**src/rtl/pet_bus_pkg.sv**
```systemverilog
// Shared types for the PET external bus sequencer.
// Bus FSM states, cycle owner, and the captured CPU request.
package pet_bus_pkg;

  typedef enum logic [1:0] {
    IDLE,
    SETUP,
    STROBE,
    HOLD
  } bus_state_t;

  typedef enum logic {
    OWN_CPU,
    OWN_VID
  } bus_owner_t;

  typedef struct packed {
    logic [16:0] addr;
    logic        we;
    logic        ram_en;
    logic        readonly;
    logic        mirrored;
    logic        io_en;
  } cpu_req_t;

  localparam logic [7:0] UNMAPPED_READ = 8'hFF;

  function automatic logic [16:0] eff_addr(
    input logic [16:0] a,
    input logic        m,
    input logic [16:0] mask
  );
    return m ? (a & ~mask) : a;
  endfunction

endpackage

```
**src/rtl/bus_cycle_sequencer.sv**
```systemverilog
// Timed SRAM/IO bus cycles for CPU accesses, with video
// fetch reads slotted into idle bus time.
module bus_cycle_sequencer
  import pet_bus_pkg::*;
#(
  parameter int unsigned STROBE_CYCLES = 2,
  parameter logic [16:0] MIRROR_MASK   = 17'h00C00
) (
  input  logic        clk_i,
  input  logic        rst_n_i,
  input  logic        cpu_req_i,
  input  logic [16:0] cpu_addr_i,
  input  logic        cpu_we_i,
  input  logic        ram_en_i,
  input  logic        is_readonly_i,
  input  logic        is_mirrored_i,
  input  logic        io_en_i,
  input  logic        vid_req_i,
  input  logic [16:0] vid_addr_i,
  input  logic [7:0]  ram_data_i,
  output logic [16:0] ram_addr_o,
  output logic        ram_oe_n_o,
  output logic        ram_we_n_o,
  output logic        io_strobe_n_o,
  output logic        cpu_done_o,
  output logic [7:0]  cpu_rdata_o,
  output logic        vid_ack_o,
  output logic [7:0]  vid_rdata_o
);

  localparam logic [2:0] LAST = 3'(STROBE_CYCLES - 1);

  bus_state_t  state_q, state_d;
  bus_owner_t  own_q, own_d;
  cpu_req_t    cur_q, cur_d;
  cpu_req_t    pend_req_q, pend_req_d;
  cpu_req_t    new_req;
  logic        pend_q, pend_d;
  logic [2:0]  cnt_q, cnt_d;
  logic [16:0] addr_q, addr_d;
  logic [7:0]  cpu_rdata_q, cpu_rdata_d;
  logic [7:0]  vid_rdata_q, vid_rdata_d;
  logic        oe_q, we_q, io_q;
  logic        oe_d, we_d, io_d;
  logic        done_q, done_d;
  logic        ack_q, ack_d;
  logic        mapped_d, wr_ok_d, in_strobe;
  logic        mapped_q;

  always_comb begin
    new_req          = '0;
    new_req.addr     = eff_addr(cpu_addr_i, is_mirrored_i,
                                MIRROR_MASK);
    new_req.we       = cpu_we_i;
    new_req.ram_en   = ram_en_i;
    new_req.readonly = is_readonly_i;
    new_req.mirrored = is_mirrored_i;
    new_req.io_en    = io_en_i;
  end

  assign mapped_q = cur_q.ram_en | cur_q.io_en;

  always_comb begin
    state_d     = state_q;
    own_d       = own_q;
    cur_d       = cur_q;
    cnt_d       = cnt_q;
    pend_d      = pend_q;
    pend_req_d  = pend_req_q;
    addr_d      = addr_q;
    cpu_rdata_d = cpu_rdata_q;
    vid_rdata_d = vid_rdata_q;

    if (cpu_req_i && !pend_q && state_q != IDLE) begin
      pend_d     = 1'b1;
      pend_req_d = new_req;
    end

    unique case (state_q)
      IDLE: begin
        if (pend_q) begin
          state_d = SETUP;
          own_d   = OWN_CPU;
          cur_d   = pend_req_q;
          pend_d  = 1'b0;
        end else if (cpu_req_i) begin
          state_d = SETUP;
          own_d   = OWN_CPU;
          cur_d   = new_req;
        end else if (vid_req_i) begin
          // Video fetch looks like a plain mapped SRAM read.
          state_d      = SETUP;
          own_d        = OWN_VID;
          cur_d        = '0;
          cur_d.addr   = vid_addr_i;
          cur_d.ram_en = 1'b1;
        end
        if (state_d == SETUP) begin
          addr_d = cur_d.addr;
        end
      end
      SETUP: begin
        state_d = STROBE;
        cnt_d   = '0;
      end
      STROBE: begin
        if (cnt_q == LAST) begin
          state_d = HOLD;
          if (own_q == OWN_VID) begin
            vid_rdata_d = ram_data_i;
          end else if (!cur_q.we) begin
            cpu_rdata_d = mapped_q ? ram_data_i
                                   : UNMAPPED_READ;
          end
        end else begin
          cnt_d = cnt_q + 3'd1;
        end
      end
      HOLD: begin
        state_d = IDLE;
      end
      default: begin
        state_d = IDLE;
      end
    endcase
  end

  // Writes to ROM or unmapped space run full length silently.
  always_comb begin
    in_strobe = (state_d == STROBE);
    mapped_d  = cur_d.ram_en | cur_d.io_en;
    wr_ok_d   = cur_d.we & ~cur_d.readonly & mapped_d;
    oe_d      = in_strobe & ~cur_d.we & mapped_d;
    we_d      = in_strobe & wr_ok_d;
    io_d      = in_strobe & cur_d.io_en
              & (~cur_d.we | wr_ok_d);
    done_d    = (state_d == HOLD) & (own_d == OWN_CPU);
    ack_d     = (state_d == HOLD) & (own_d == OWN_VID);
  end

  always_ff @(posedge clk_i or negedge rst_n_i) begin
    if (!rst_n_i) begin
      state_q     <= IDLE;
      own_q       <= OWN_CPU;
      cur_q       <= '0;
      pend_q      <= 1'b0;
      pend_req_q  <= '0;
      cnt_q       <= '0;
      addr_q      <= '0;
      cpu_rdata_q <= '0;
      vid_rdata_q <= '0;
      oe_q        <= 1'b0;
      we_q        <= 1'b0;
      io_q        <= 1'b0;
      done_q      <= 1'b0;
      ack_q       <= 1'b0;
    end else begin
      state_q     <= state_d;
      own_q       <= own_d;
      cur_q       <= cur_d;
      pend_q      <= pend_d;
      pend_req_q  <= pend_req_d;
      cnt_q       <= cnt_d;
      addr_q      <= addr_d;
      cpu_rdata_q <= cpu_rdata_d;
      vid_rdata_q <= vid_rdata_d;
      oe_q        <= oe_d;
      we_q        <= we_d;
      io_q        <= io_d;
      done_q      <= done_d;
      ack_q       <= ack_d;
    end
  end

  assign ram_addr_o    = addr_q;
  assign ram_oe_n_o    = ~oe_q;
  assign ram_we_n_o    = ~we_q;
  assign io_strobe_n_o = ~io_q;
  assign cpu_done_o    = done_q;
  assign cpu_rdata_o   = cpu_rdata_q;
  assign vid_ack_o     = ack_q;
  assign vid_rdata_o   = vid_rdata_q;

  a_single_pending: assert property (
    @(posedge clk_i) disable iff (!rst_n_i)
    !(cpu_req_i && pend_q)
  ) else $error("cpu_req_i while a request is already pending");

endmodule

```
**config.mk**
```make
export PLATFORM = sky130hd
export DESIGN_NAME = bus_cycle_sequencer
export DESIGN_NICKNAME = d
export VERILOG_FILES = /design/src/rtl/pet_bus_pkg.sv /design/src/rtl/bus_cycle_sequencer.sv
export SDC_FILE = /design/constraint.sdc
export NUM_CORES = 1
export LEC_CHECK = 0
export BUFFER_PORTS_ARGS = -buffer_cell sky130_fd_sc_hd__buf_2
export CORE_MARGIN = 1.5
export CORE_UTILIZATION = 45
export DETAILED_ROUTE_END_ITERATION = 8
export HOLD_SLACK_MARGIN = 0.05
export PLACE_DENSITY_LB_ADDON = 0.15
export REMOVE_ABC_BUFFERS = 1
export SYNTH_ARGS = -nofsm -noshare
export SYNTH_HDL_FRONTEND = slang
export SYNTH_SLANG_ARGS = --single-unit
```
**constraint.sdc**
```tcl
create_clock -name clk_i -period 4.28 [get_ports clk_i]
set_clock_uncertainty 0.05 [all_clocks]
set_input_delay 0.642 -clock clk_i [delete_from_list [all_inputs] [get_ports clk_i]]
set_output_delay 0.642 -clock clk_i [all_outputs]
set_load 0.02 [all_outputs]
```
# After elaboration in Yosys (flattened, before gate mapping)
# Cells that the tools add are included.
[classes] n_bitwise=20 mux=21 n_eq_ne=8 reduce_logical=12 addsub=1
[ops] operator="$mux 22" n=3
[ops] operator="$mux 12" n=1
[ops] operator="$mux 2" n=5
[ops] operator="$and 1x1->1" n=9
[ops] operator="$eq 2x2->1 const B" n=4
[ops] operator="$mux 8" n=1
[ops] operator="$not 1->1" n=8
[ops] operator="$pmux 2 s4" n=1
[ops] operator="$mux 1" n=7
[ops] operator="$pmux 3 s2" n=1
[ops] operator="$reduce_and 2->1" n=3
[ops] operator="$mux 5" n=1
[ops] operator="$eq 2x1->1 const B" n=2
[ops] operator="$reduce_and 4->1" n=1
[ops] operator="$reduce_bool 2->1" n=2
[ops] operator="$add 3x1->3 const B" n=1
[ops] operator="$eq 3x1->1 const B" n=1
[ops] operator="$mux 3" n=1
[ops] operator="$or 1x1->1" n=3
[ops] operator="$reduce_and 3->1" n=1
[ops] operator="$reduce_bool 3->1" n=1
[ops] operator="$logic_and 1x1->1" n=2
[ops] operator="$logic_not 2->1" n=1
[ops] operator="$ne 2x2->1 const B" n=1
[ops] operator="$logic_not 1->1" n=1
[totals] register_bits=89 wordCells=86

# Depth between registers and ports, before layout
[logic_depth] ltp_word=9 ltp_mapped=8 depth_no_buf=6

# Least setup slack after synthesis
# No wires, ideal clock.
[synth_timing] path_type="flip-flop to flip-flop" start="register state_q[0]" end="register we_q" setup_slack_ps=2491 setup_ps=125 arrival_time_ps=1615 path_stages_with_launch=8 required_time_ps=4105 synth_period_minus_slack_ps=1789 path_cell_list="dfrtp_1 > inv_1 > ha_1 > buf_4 > and3b_4 > a221o_1 > o2111ai_2 > nor3b_2"
[synth_lines] element="from (decl)" line="bus_cycle_sequencer.sv:33" source="bus_state_t state_q, state_d;"
[synth_lines] element="from (signal assigned)" line="bus_cycle_sequencer.sv:158" source="state_q <= state_d;"
[synth_lines] element="to (signal assigned)" line="bus_cycle_sequencer.sv:168" source="we_q <= we_d;"
[synth_lines] element="to (decl)" line="bus_cycle_sequencer.sv:43" source="logic oe_q, we_q, io_q;"

# Final worst setup path
[layout_timing] start="register state_q[0]" end="register pend_req_q[15] in the netlist's numbering"
[layout_between] elab_chain_cells=2
[layout_rtl] element="$reduce_bool 2->1" line="bus_cycle_sequencer.sv:74" source="if (cpu_req_i && !pend_q && state_q != IDLE) begin"
[layout_rtl] element="$logic_and 1x1->1" line="bus_cycle_sequencer.sv:74"
[layout_rtl] element="to (signal assigned)" line="bus_cycle_sequencer.sv:162" source="pend_req_q <= pend_req_d;"
[layout_rtl] element="to (decl)" line="bus_cycle_sequencer.sv:36" source="cpu_req_t pend_req_q, pend_req_d;"
# Every way passes these cells.
# A chain may end at the register's enable or synchronous reset.

==> impl_metrics.csv <==
group,metric,value,unit
die,initial_utilization,0.464,
setup_path,crit_type,"flip-flop to flip-flop",
finish,area_delta_synth_final,15.2,%
setup_path,worstReg2RegEnd,"pend_req_q[15]",
placement,port_buffers,88,
timing,setup_slack,1.71,ns
detailed_routing,drc_errors,0,
die,core,8720,um2
die,pin_count,89,
yosys,synthFlopType,"dfrtp_1",
yosys,synth_edf_count,0,
grt,grt_pass1_wl,14.1,mm
setup_path,crit_required,4.43,ns
yosys,syn_area_per_cell,10.0,um2
grt,grt_pass1_vias,2944,
yosys,yosysMostFrequentCell,"nand2_1",
clock_tree,clkLatencyLatePin,0.35,ns
yosys,synth_top_area_share,0.538,
placement,place_ws,1.66,ns
detailed_routing,num_vias,2961,
timing,layout_min_cycle_time,2.57,ns
yosys,synth_area_leaders,"dfrtp_1 54%, nand2_1 9.5%, mux2i_1 7.4%, o21ai_0 4.9%, nor2_1 2.8%",
die,die_y,97.8,um
die,die_x,97.8,um
yosys,synth_cell_types,41,
power_and_ir_drop,powerDensity,738,nW/um2
die,core.rowCount,34,
clock_tree,cts_buffer_depth,2,
detailed_routing,antenna_left,0,
detailed_routing,first_pass_iters,4,
yosys,ys_seq_area_frac,0.538,
setup_path,timing.critical_path.from,"state_q[0]",
timing,fin_tns_setup,0,ns
clock_tree,clockRootBuffer,"clkbuf_8",
setup_path,r2r_setup_slack,1.71,ns
setup_path,cp_max_fo,46,
clock_tree,clkTransAtPathRegs,0.08,ns
die,die-area,9570,um2
yosys,yosys.area.top_type,"dfrtp_1",
grt,antenna_found_initial,0,
detailed_routing,drt_iter0_markers,145,
timing,setup_viol_count_final,0,
setup_path,rr_startpoint,"state_q[0]",
timing,hold_viol,0,
timing,relSlewSlack,0.368,
placement,place_hpwl,5.63,mm
setup_path,path_delay_family,"adder cells",
clock_tree,numClockSinks,87,
clock_tree,cts_tree,"done",
clock_tree,htreeDepth,3,
setup_path,slowest_stage,"ha_2",
outcome,run_status,"complete, no violations",
clock_tree,cts_setup_buffers,0,
job,max_cap_violations,0,
grt,grt_max_degree,63,
yosys,synthCells,404,
detailed_routing,viasPerCell,4.99,
yosys,syn-cell-area,4050,um2
yosys,synthArstFlopShare,1.00,
detailed_routing,routed_wl,8.35,mm
finish,n_antenna_cell,0,
setup_path,cp-start-kind,"flip-flop",
setup_path,crit_chain,"inv_1, ha_2, or3b_1, o21ai_0",
yosys,ys_seq_elements,87,
power_and_ir_drop,ir_drop,0.287,mV
setup_path,crit_arrival,2.72,ns
clock_tree,cts_buffers,9,
setup_path,ff2ff_path_depth,4,
clock_tree,cts_resized,0,
finish,final_area,4660,um2
placement,gp_congestion,0.730,
detailed_routing,wire_per_inst,14.1,um
timing,worstMarginPinSlew,0.948,ns
setup_path,cp_num_buf_inv,1,
timing,period_share,0.601,
setup_path,end_kind,"flip-flop",
timing,timing.fmax,0.389,GHz
finish,drive_above_1_share,0.258,
placement,placed_cell_area,4500,um2
finish,nNetsFinal,538,
power_and_ir_drop,power_leakage,2.34,nW
timing,rsz0062_at_grt,"no",
timing,drv_slew,0,
grt,grtUsageTotal,0.185,
setup_path,slowest_delay,0.82,ns
clock_tree,ctsHoldBuffers,0,
grt,grt-ovfl-total,0,
yosys,yosys_warnings,0,
worst_hold_path,hold_class,"primary input to async pin",
yosys,synthTopCellsByCount,"102 x nand2_1, 87 x dfrtp_1, 40 x o21ai_0, 30 x mux2i_1, 30 x nor2_1",
cell families after synthesis:
logic type | count (synthesis) | synth area share
xor gates and xnor gates | 1 | 0.00216
AOI/OAI and AO/OA | 83 | 0.133
adders and majority gates | 6 | 0.0185
and+or+nand+nor | 154 | 0.167
muxes | 38 | 0.0964
DFF | 87 | 0.538
buffers and inverters | 35 | 0.0457
through the flow:
stage	power, mW	utilization	cells	hold WS [ns]
floorplan	2.50	-	380	0.296
global placement	2.92	0.516	578	0.404
detailed placement	2.98	0.516	578	0.411
CTS	3.49	0.535	593	0.348
global route	3.73	0.535	593	0.385
finish	3.44	0.535	593	0.317
worst register-to-register path, delay by kind of cell (launching register included):
family,cells,cell delay [ns]
fa+ha+maj,1,0.82
compound gates,1,0.19
flops,1,0.43
simple gates,1,0.81
buf+inv,1,0.12
where the power goes:
group	switching (mW)	internal (mW)
clock	0.280	0.221
combinational	0.958	0.573
sequential	0.196	1.21
worst max path at each step:
stage / to / cells past startpoint
after floorplan: we_q / 6
after global placement: ram_addr_o[8] / 4
after detailed placement: ram_addr_o[10] / 4
after CTS: pend_req_q[15] / 4
after global routing: pend_req_q[15] / 4
final: pend_req_q[15] / 4
layout make-up:
| type | count | area, um2 |
|---|---|---|
| well taps | 108 | 135 |
| flip-flops and latches | 87 | 2180 |
| repair buffers | 90 | 458 |
| clock inverters | 4 | 22.5 |
| multi-input cells | 282 | 1690 |
| clock buffers | 11 | 141 |
| inverters | 11 | 41.3 |
| fillers | 824 | 4060 |
layout by cell type (no fill, tap or decap), drive strengths merged:
master,count
nand2,102
buf,90
dfrtp,87
o21ai,47
nor2,30
mux2i,30
a21oi,22
inv,11
clkbuf,11
mux2,8
ha,6
nor2b,5
and3,5
a221o,3
clkinv,3
nand2b,2
a211o,2
a22oi,2
o31ai,2
and3b,2
nor3b,2
nand3,2
or3,1
o2bb2ai,1
o211ai,1
a221oi,1
o2111ai,1
and4b,1
or2,1
or3b,1
o32ai,1
xor2,1
clkinvlp,1
state kept, by name (all words and copies together), names as in the netlist:
signal       flops
cur_q           21
pend_q           1
cpu_done_o       1
io_q             1
we_q             1
oe_q             1
ram_addr_o      17
pend_req_q      21
own_q            1
state_q          2
cpu_rdata_o      8
cnt_q            3
vid_rdata_o      8
vid_ack_o        1
per-layer routing:
metal  track usage  wire length, um  vias up
met3        0.0322              340       14
met4        0.0769              157        0
met1         0.252             4000     1362
li1              -                -     1506
met5             0                0        -
met2         0.294             3850       79
Power figures use the tool's default switching activity.
